**src/rtl/pipeline_hazard_ctrl.sv**
```systemverilog
// pipeline_hazard_ctrl
//   Drives the hold/bubble controls of the PC, IF/ID, ID/EX and EX/MEM
//   registers from load-use hazards, EX-stage redirects and data-memory
//   wait states. Controls are combinational (zero latency). The stall and
//   flush performance counters saturate at all-ones.
// Ports
//   clk, reset (async, active-low)
//   id_rs, id_rt, id_uses_rt      : source registers of the instruction in ID
//   idex_mem_read, idex_rt        : load in EX and its destination register
//   ex_redirect                   : taken branch / resolved jump in EX
//   mem_busy                      : data memory not ready; whole pipe holds
//   pc_enable, ifid_enable, ifid_flush, idex_enable, idex_flush,
//   exmem_enable                  : pipeline register controls
//   stall_cycles                  : cycles with pc_enable=0
//   flush_events                  : redirects applied
module pipeline_hazard_ctrl #(
  parameter int unsigned REG_W = 5,
  parameter int unsigned CNT_W = 16
) (
  input  logic             clk,
  input  logic             reset,
  input  logic [REG_W-1:0] id_rs,
  input  logic [REG_W-1:0] id_rt,
  input  logic             id_uses_rt,
  input  logic             idex_mem_read,
  input  logic [REG_W-1:0] idex_rt,
  input  logic             ex_redirect,
  input  logic             mem_busy,
  output logic             pc_enable,
  output logic             ifid_enable,
  output logic             ifid_flush,
  output logic             idex_enable,
  output logic             idex_flush,
  output logic             exmem_enable,
  output logic [CNT_W-1:0] stall_cycles,
  output logic [CNT_W-1:0] flush_events
);

  typedef enum logic [1:0] {RUN, LU_STALL, MEM_WAIT, FLUSH} state_t;

  state_t state, state_next;
  logic   pending_redirect, pending_next;
  logic   lu, redir, flush_inc;

  always_comb begin
    lu = idex_mem_read && (idex_rt != '0) &&
         ((idex_rt == id_rs) || (id_uses_rt && (idex_rt == id_rt)));
    redir = ex_redirect | pending_redirect;
  end

  always_comb begin
    pc_enable    = 1'b1;
    ifid_enable  = 1'b1;
    ifid_flush   = 1'b0;
    idex_enable  = 1'b1;
    idex_flush   = 1'b0;
    exmem_enable = 1'b1;
    state_next   = RUN;
    pending_next = 1'b0;
    flush_inc    = 1'b0;

    if (mem_busy) begin
      pc_enable    = 1'b0;
      ifid_enable  = 1'b0;
      idex_enable  = 1'b0;
      exmem_enable = 1'b0;
      // A redirect seen while memory holds the pipe is kept until release.
      pending_next = pending_redirect | ex_redirect;
      state_next   = MEM_WAIT;
    end else if (redir) begin
      // Pending and a same-cycle ex_redirect collapse into one flush.
      ifid_flush = 1'b1;
      idex_flush = 1'b1;
      flush_inc  = 1'b1;
      state_next = FLUSH;
    end else if (lu) begin
      pc_enable   = 1'b0;
      ifid_enable = 1'b0;
      idex_flush  = 1'b1;
      state_next  = LU_STALL;
    end

    // While reset is low the pipe must run freely regardless of inputs.
    if (!reset) begin
      pc_enable    = 1'b1;
      ifid_enable  = 1'b1;
      ifid_flush   = 1'b0;
      idex_enable  = 1'b1;
      idex_flush   = 1'b0;
      exmem_enable = 1'b1;
    end
  end

  always_ff @(posedge clk or negedge reset) begin
    if (!reset) begin
      state            <= RUN;
      pending_redirect <= 1'b0;
      stall_cycles     <= '0;
      flush_events     <= '0;
    end else begin
      state            <= state_next;
      pending_redirect <= pending_next;
      if (!pc_enable && (stall_cycles != '1))
        stall_cycles <= stall_cycles + CNT_W'(1);
      if (flush_inc && (flush_events != '1))
        flush_events <= flush_events + CNT_W'(1);
    end
  end

  // The state register is a trace of which priority row applied last;
  // outputs come from the priority table alone.
  logic unused_state;
  always_comb unused_state = ^state;

endmodule

```
**config.mk**
```make
export PLATFORM = sky130hd
export DESIGN_NAME = pipeline_hazard_ctrl
export DESIGN_NICKNAME = d
export VERILOG_FILES = /design/src/rtl/pipeline_hazard_ctrl.sv
export SDC_FILE = /design/constraint.sdc
export NUM_CORES = 1
export LEC_CHECK = 0
export ABC_AREA = 1
export ABC_CLOCK_PERIOD_IN_PS = 2350
export BUFFER_PORTS_ARGS = -buffer_cell sky130_fd_sc_hd__buf_2
export CORE_ASPECT_RATIO = 1.5
export CORE_MARGIN = 4
export CORE_UTILIZATION = 52
export CTS_CLUSTER_SIZE = 14
export DETAILED_ROUTE_END_ITERATION = 6
export GPL_TIMING_DRIVEN = 0
export PLACE_DENSITY = 0.79
export SYNTH_ARGS = -nofsm -noshare
export SYNTH_HDL_FRONTEND = slang
export SYNTH_SLANG_ARGS = --single-unit
```
**constraint.sdc**
```tcl
create_clock -name clk -period 2.35 [get_ports clk]
set_input_delay 0.47 -clock clk [delete_from_list [all_inputs] [get_ports clk]]
set_output_delay 0.47 -clock clk [all_outputs]
set_load 0.01 [all_outputs]
```
# After elaboration in Yosys (flattened, before gate mapping)
# Cells that the tools add are included.
[classes]
shifts = 0
multipliers = 0
n_lt_le_gt_ge = 0
n_addsub = 2
mux = 14
n_eq_ne = 4
n_div = 0
bitwise = 1
reduce_logical = 8
[ops]
columns = ["op", "count"]
rows = [
  ["$add A16 B1 Y16 const B", 2],
  ["$ne A16 B16 Y1 const B", 2],
  ["$mux W1", 14],
  ["$eq A5 B5 Y1", 2],
  ["$logic_and A1 B1 Y1", 5],
  ["$reduce_bool A5 Y1", 1],
  ["$logic_not A1 Y1", 1],
  ["$logic_or A1 B1 Y1", 1],
  ["$or A1 B1 Y1", 1],
]
[word_totals]
register_bits = 33
romBits = 0
memories = 0
word_cells = 32
mem_bits_rw = 0
latch_bits = 0

# Depth between registers and ports, before layout
# Gate-level depths: netlist of run 1.
[logic_depth]
ltp_word = 10
ltp_mapped = 12
depth_no_buf = 11

# Least setup slack after synthesis of run 1
# No wires, ideal clock.
[synth_timing]
path_type = "input to output"
startpoint = "input ex_redirect"
endpoint = "output pc_enable"
stages = 8
required_ns = 1.880
n_path_buf = 2
setup_slack_ns = 0.358
arrival_ns = 1.522
cell_sequence = "nor2_1 inv_1 nor2_1 nand3_1 nand2_2 buf_2 inv_1 buf_4"
[synth_between]
elab_chain_len = 4
[synth_lines]
columns = ["item", "line", "text"]
rows = [
  ["from (decl)", "27", "input logic ex_redirect,"],
  ["$or A1 B1 Y1", "48", "redir = ex_redirect | pending_redirect;"],
  ["$mux W1 (3 in series)", "--", ""],
  ["to (decl)", "29", "output logic pc_enable,"],
]
# Every way passes these cells.

# Final worst setup path of run 1
[layout_timing]
startpoint = "input idex_rt[3]"
endpoint = "output pc_enable"
[layout_between]
elab_chain_len = 8
elab_cells_between_ends = 11
classes_between = "2 x eq/ne; 4 x mux; 5 x reduce/logical"
[layout_lines]
columns = ["item", "line", "text"]
rows = [
  ["from (decl)", "26", "input logic [REG_W-1:0] idex_rt,"],
  ["$eq A5 B5 Y1", "47", "((idex_rt == id_rs) || (id_uses_rt && (idex_rt == id_rt)));"],
  ["$logic_and A1 B1 Y1", "47", ""],
  ["$logic_or A1 B1 Y1", "47", ""],
  ["$logic_and A1 B1 Y1 (*)", "46", "lu = idex_mem_read && (idex_rt != '0) &&"],
  ["$mux W1 (*)", "76", "end else if (lu) begin"],
  ["$mux W1 (*)", "70", "end else if (redir) begin"],
  ["$mux W1 (*)", "62", "if (mem_busy) begin"],
  ["$mux W1 (*)", "84", "if (!reset) begin"],
]
# Every way passes the cells marked *; elsewhere a longest branch is shown, timed or not.

==> out/qor.txt, run 1 <==
delay-heaviest family, CP: buffers and inverters
NetSw: 0.5370 mW
Worst-path clk slew: 70 ps
outcome: finished clean
Seq pwr share: 0.479
Initial Utilization: 0.5532
most instantiated cells after synthesis: 89 x nand2_1, 33 x dfrtp_1, 32 x nand3_1, 30 x inv_1, 30 x nor2_1
largest net degree at the start of global routing: 36
Final ANT Viol Nets: 0
overall die area: 5085 um^2
CP most frequent cell: nand2_1
initial antenna violation count: 0
Final min period: 2193 ps
Top FF cell, synth: dfrtp_1
Internal: 1.068 mW
drt first pass iters: 4
Combinational Power Share: 0.252
count leader, synth: nand2_1
Leak Pwr: 1.459 nW
# H-tree levels: 2
switching share of power: 0.3345
final hold vios: 0
Post-DP HPWL: 3.577 mm
Crit Path Class: primary input to output pin
non-filler cells, final: 392
crit share post-route: 0.9333
area share of the largest cell type after synthesis: 0.3981
# IOs: 59
Avg Inst Size Synth: 7.383 um^2
Max-slew headroom: 0.7742
Clock Power Share: 0.269
Avg WL per Cell: 11.96 um
dpl cells: 382
first-pass GRT wire length: 8.086 mm
crit start category: primary input
# port buffers: 58
number of synthesized flops with an enable pin: 0
worst path buffer plus inverter count: 6
syn nets: 304
layout cells sized above 1: 0.2464
post-synthesis sequential area ratio: 0.3981
CTS sink cnt: 33
detailed-route DRC error count: 0
clk buf depth: 2
synth top area cells: dfrtp_1 40%, nand2_1 16%, nand3_1 7.7%
width of the die: 59.57 um
MaxCap Viol Count: 0
final slew viol count: 0
hold slack: 29.80 ps
Setup TNS: 0 ps
CP max FO: 10
Synth Register Bits: 33
Setup violations, final: 0
vias in the first global route: 1956
clk root buf: clkbuf_8
clk_skew: 10.14 ps
mapped cell area: 2074 um^2
CP max stage delay: 180 ps
area grow syn2layout: 22.80%
CTS tree: done
nets@finish: 372
Worst Path Required: 1880 ps
cts hold-fix bufs: 0
clock latency at the later pin of the worst-skew pair: 280 ps
core area: 3750 um^2
FFs w/ async S/R, synth: 1.000
GPL Wtd Cong: 0.8308
RSZ-0062 raised after global routing: false
Yosys Warn Count: 0
Worst-Margin Slew: 336.1 ps
CP Capture Type: output pin
row count: 27
Syn Inst Count: 281
Die Ht: 85.36 um
cell taking the most area after synthesis: dfrtp_1
pwr/cell area: 630.1 nW/um^2
Routed WL: 4.687 mm
worst min-delay path class: primary input to async pin
crit path DAT: 1720 ps
via/cell ratio: 5.156
FMAX: 0.4560 GHz
GRT overflow: 0
DR iter-0 viols: 98
total CTS buffers: 5
Overall Global Routing Usage: 0.2002
critical path cell sequence: buf_2 > inv_2 > nand2_1 > nand2_1 > nor2_1 > nand3_1 > nand2_1 > nand3_1 > nand2_4 > buf_4 > inv_1 > buf_4 > buf_2
crit path max-delay cell type: buf_4
via count: 2021
Diodes inserted: 0
Max IR drop VDD: 0.6058 mV
Yosys cell types: 25
[flip-flops by register name, indices dropped and copies added, names as in the netlist]
name and flops:
pending_redirect 1, flush_events 16, stall_cycles 16
[logic make-up (layout without fill, tap and decap cells)]
family | count (synthesis) | after routing | synth area share
AND/OR/NAND/NOR | 174 | 174 | 0.3697
multiplexers | 1 | 1 | 0.005428
AO/OA/AOI/OAI | 2 | 2 | 0.004820
buffers and inverters | 41 | 109 | 0.09167
XOR/XNOR | 28 | 28 | 0.1182
adder cells (fa/ha/maj) | 2 | 2 | 0.01206
flip-flops | 33 | 33 | 0.3981
[power groups by stage]
stage          Combinational (mW)  Sequential (mW)  Clock, mW
2_1_floorplan               0.203            0.799          0
3_3_place_gp                0.391            0.774          0
3_5_place_dp                0.403            0.777          0
4_1_cts                     0.408            0.767      0.437
5_1_grt                     0.461            0.786      0.463
6_report                    0.405            0.769      0.431
[metrics by stage]
step	utilization	total power [mW]	setup WS, ps	area (um^2)
final	0.6793	1.605	156.8	2547
after global routing	0.6793	1.710	11.81	2547
after CTS	0.6717	1.612	55.42	2519
after detailed placement	0.6450	1.180	-460.9	2419
after global placement	0.6450	1.165	-441.8	2419
after floorplan	-	1.002	357.8	2074
[per-layer routing]
metal,part of all wire,track usage,vias to the layer above,routed length (um)
li1,-,-,1009,-
met1,0.39,0.2281,933,1820
met2,0.52,0.3363,61,2444
met3,0.056,0.04262,18,263
met4,0.034,0.1109,0,158
met5,0,0,-,0
[area by class of cell]
class	count	area [um^2]
Buffer	7	65.06
Clock buffer	7	86.33
Tap cell	43	53.80
Timing Repair Buffer	61	322.8
Sequential cell	33	825.8
Fill cell	348	1202
Multi-Input combinational cell	207	1066
Inverter	34	127.6
[placed cells by master (no fill, tap or decap), types with 4 or more instances in the layout]
cell / synthesis / final
xnor2_1: 10 / 10
buf_2: 2 / 58
nor3_1: 11 / 11
inv_2: 4 / 4
clkbuf_8: 0 / 6
nor2_1: 30 / 29
nand3_1: 32 / 32
xor2_1: 18 / 18
inv_1: 30 / 30
nand4_1: 4 / 4
nand2_1: 89 / 89
buf_4: 2 / 6
dfrtp_1: 33 / 33
[path summary, 6_finish.rpt]
path,from,end,slack [ps],cells after the start
max,idex_rt[3],pc_enable,160,13
min,reset,stall_cycles[11],30,1
max reg2reg,stall_cycles[0],stall_cycles[3],440,9
min reg2reg,pending_redirect,pending_redirect,510,2
max in group asynchronous,reset,stall_cycles[9],2080,1
min in group clk,mem_busy,pending_redirect,440,3
[what timing repair did]
item,in CTS,in global routing
endpoints found under the setup margin,2,1
pin swaps,0,1
resized for setup,4,2
buffers inserted,0,3
Note: power is estimated with default switching activity, not from simulation.
==> run 2, diff against run 1 <==
GPL_TIMING_DRIVEN = not set   (was 0)
HOLD_SLACK_MARGIN = 0.12   (was not set)
==> out/qor.txt, run 2 (synthesis results as in run 1) <==
outcome: finished clean
most frequent cells in the layout: 89 x nand2_1, 58 x buf_2, 33 x dfrtp_1
clk buf depth: 2 (unchanged)
clk_skew: 12.66 ps (+2.525 ps)
total CTS buffers: 5 (unchanged)
fill cell count: 338 (-2.9%)
Leak Pwr: 1.430 nW (-2.0%)
GPL Wtd Cong: 0.8879 (+6.9%)
commonest non-fill, non-tap cell in the layout: nand2_1
first-pass GRT wire length: 8.010 mm (-0.94%)
crit start category: flip-flop
Diodes inserted: 0 (unchanged)
worst path buffer plus inverter count: 3 (-3)
drt first pass iters: 4 (unchanged)
clk root buf: clkbuf_8
setup bufs post-CTS: 0 (unchanged)
R2R cell count: 8 (-1)
CP max FO: 6 (-4)
row count: 27 (unchanged)
MaxCap Viol Count: 0 (unchanged)
Largest regs: flush_events x16, stall_cycles x16, pending_redirect x1
core area: 3750 um^2 (unchanged)
Setup TNS: 0 ps (unchanged)
Final ANT Viol Nets: 0 (unchanged)
WP depth: 7 (-6)
Max IR drop VDD: 0.6501 mV (+7.3%)
total power: 1.721 mW (+7.2%)
crit path max-delay cell type: dfrtp_1
overall die area: 5085 um^2 (unchanged)
width of the die: 59.57 um (unchanged)
Setup violations, final: 0 (unchanged)
Worst-path clk slew: 80 ps (about the same)
nets@finish: 365 (-1.9%)
via/cell ratio: 5.080 (-1.5%)
critical path cell sequence: nor2_1 > inv_1 > nor2_1 > nand3_1 > nand2_2 > inv_1 > buf_2
initial antenna violation count: 0 (unchanged)
layout cells sized above 1: 0.2274 (-0.01901)
detailed-route DRC error count: 0 (unchanged)
via count: 1961 (-3.0%)
CP max stage delay: 360 ps (+180 ps)
largest net degree at the start of global routing: 25 (-31%)
# port buffers: 58 (unchanged)
Post-DP HPWL: 3.507 mm (-2.0%)
Crit Path Class: flip-flop to output pin
RSZ-0062 raised after global routing: false
area of the multi-input gates: 1059 um^2 (-0.70%)
crit path DAT: 1440 ps (-280 ps)
Register Area: 825.8 um^2 (unchanged)
area grow syn2layout: 20.39%
Resized cells post-CTS: 0 (-4)
final slew viol count: 0 (unchanged)
# IOs: 59 (unchanged)
crit share post-route: 0.8114 (-0.1219)
Avg WL per Cell: 12.05 um (+0.77%)
CP Capture Type: output pin
clock latency at the later pin of the worst-skew pair: 290 ps (about the same)
Worst-Margin Slew: 429.1 ps (+93.02 ps)
Final min period: 1907 ps (-286.4 ps)
CTS sink cnt: 33 (unchanged)
Util after Layout: 0.6660 (-0.01335)
Die Ht: 85.36 um (unchanged)
Overall Global Routing Usage: 0.2037 (+0.003511)
final hold vios: 0 (unchanged)
pwr/cell area: 689.2 nW/um^2 (+9.4%)
delay-heaviest family, CP: simple AND/OR/NAND/NOR gates
CTS tree: done
DR iter-0 viols: 54 (-45%)
Initial Utilization: 0.5532 (unchanged)
worst min-delay path class: primary input to async pin
FMAX: 0.5244 GHz (+15%)
# H-tree levels: 2 (unchanged)
GRT overflow: 0 (unchanged)
vias in the first global route: 1889 (-3.4%)
Max-slew headroom: 0.7130 (-0.06123)
Routed WL: 4.651 mm (-0.77%)
Worst Path Required: 1880 ps (about the same)
==> run 2: cell types whose count changed in the layout (fill, tap and decap cells not counted) <==
cell,delta
buf_8,-2
nor2_2,-1
dlygate4sd3_1,+1
nand2_4,-1
bufinv_16,+1
nand2_2,+1
buf_4,-4
nor2_1,+1
buf_6,-2
==> run 2: per-stage QoR <==
step	area, um^2	std cells	worst slack, ps	hold slack [ps]
2_1_floorplan	2074	281	357.8	174.4
3_3_place_gp	2371	377	443.9	357.7
3_5_place_dp	2371	377	469.9	363.8
4_1_cts	2497	386	435.4	224.8
5_1_grt	2497	386	280.1	257.4
6_report	2497	386	443.2	211.1
==> run 2: worst paths after layout <==
kind / from / to / slack [ps]
worst max-delay path: pending_redirect / pc_enable / 440
worst min-delay path: reset / stall_cycles[9] / 210
worst max register to register: stall_cycles[0] / stall_cycles[8] / 520
worst min register to register: pending_redirect / pending_redirect / 500
max in group asynchronous: reset / pending_redirect / 1350
min in group clk: mem_busy / pending_redirect / 430
==> run 2: routing by layer <==
layer,share of wire,global-route usage
met1,0.37,0.2237
met2,0.55,0.3552
met3,0.051,0.04566
met4,0.022,0.1008
met5,0,0
==> run 2: final cells by class <==
type | count | area share
clock buffers | 7 | 0.03457
clock inverters | 1 | 0.01202
inverters | 34 | 0.05110
multi-input cells | 207 | 0.4238
flip-flops and latches | 33 | 0.3307
well taps | 43 | 0.02154
repair buffers | 61 | 0.1263
==> run 2: timing repair <==
action	CTS	global route
endpoints found under the setup margin	0	0
hold endpoints to repair	9	0
hold buffers	1	0
==> run 2: where the power goes <==
group / internal [mW] / switching, mW / leakage [nW]
sequential: 0.651 / 0.117 / 0.439
clock: 0.346 / 0.212 / 0.0585
combinational: 0.176 / 0.219 / 0.933
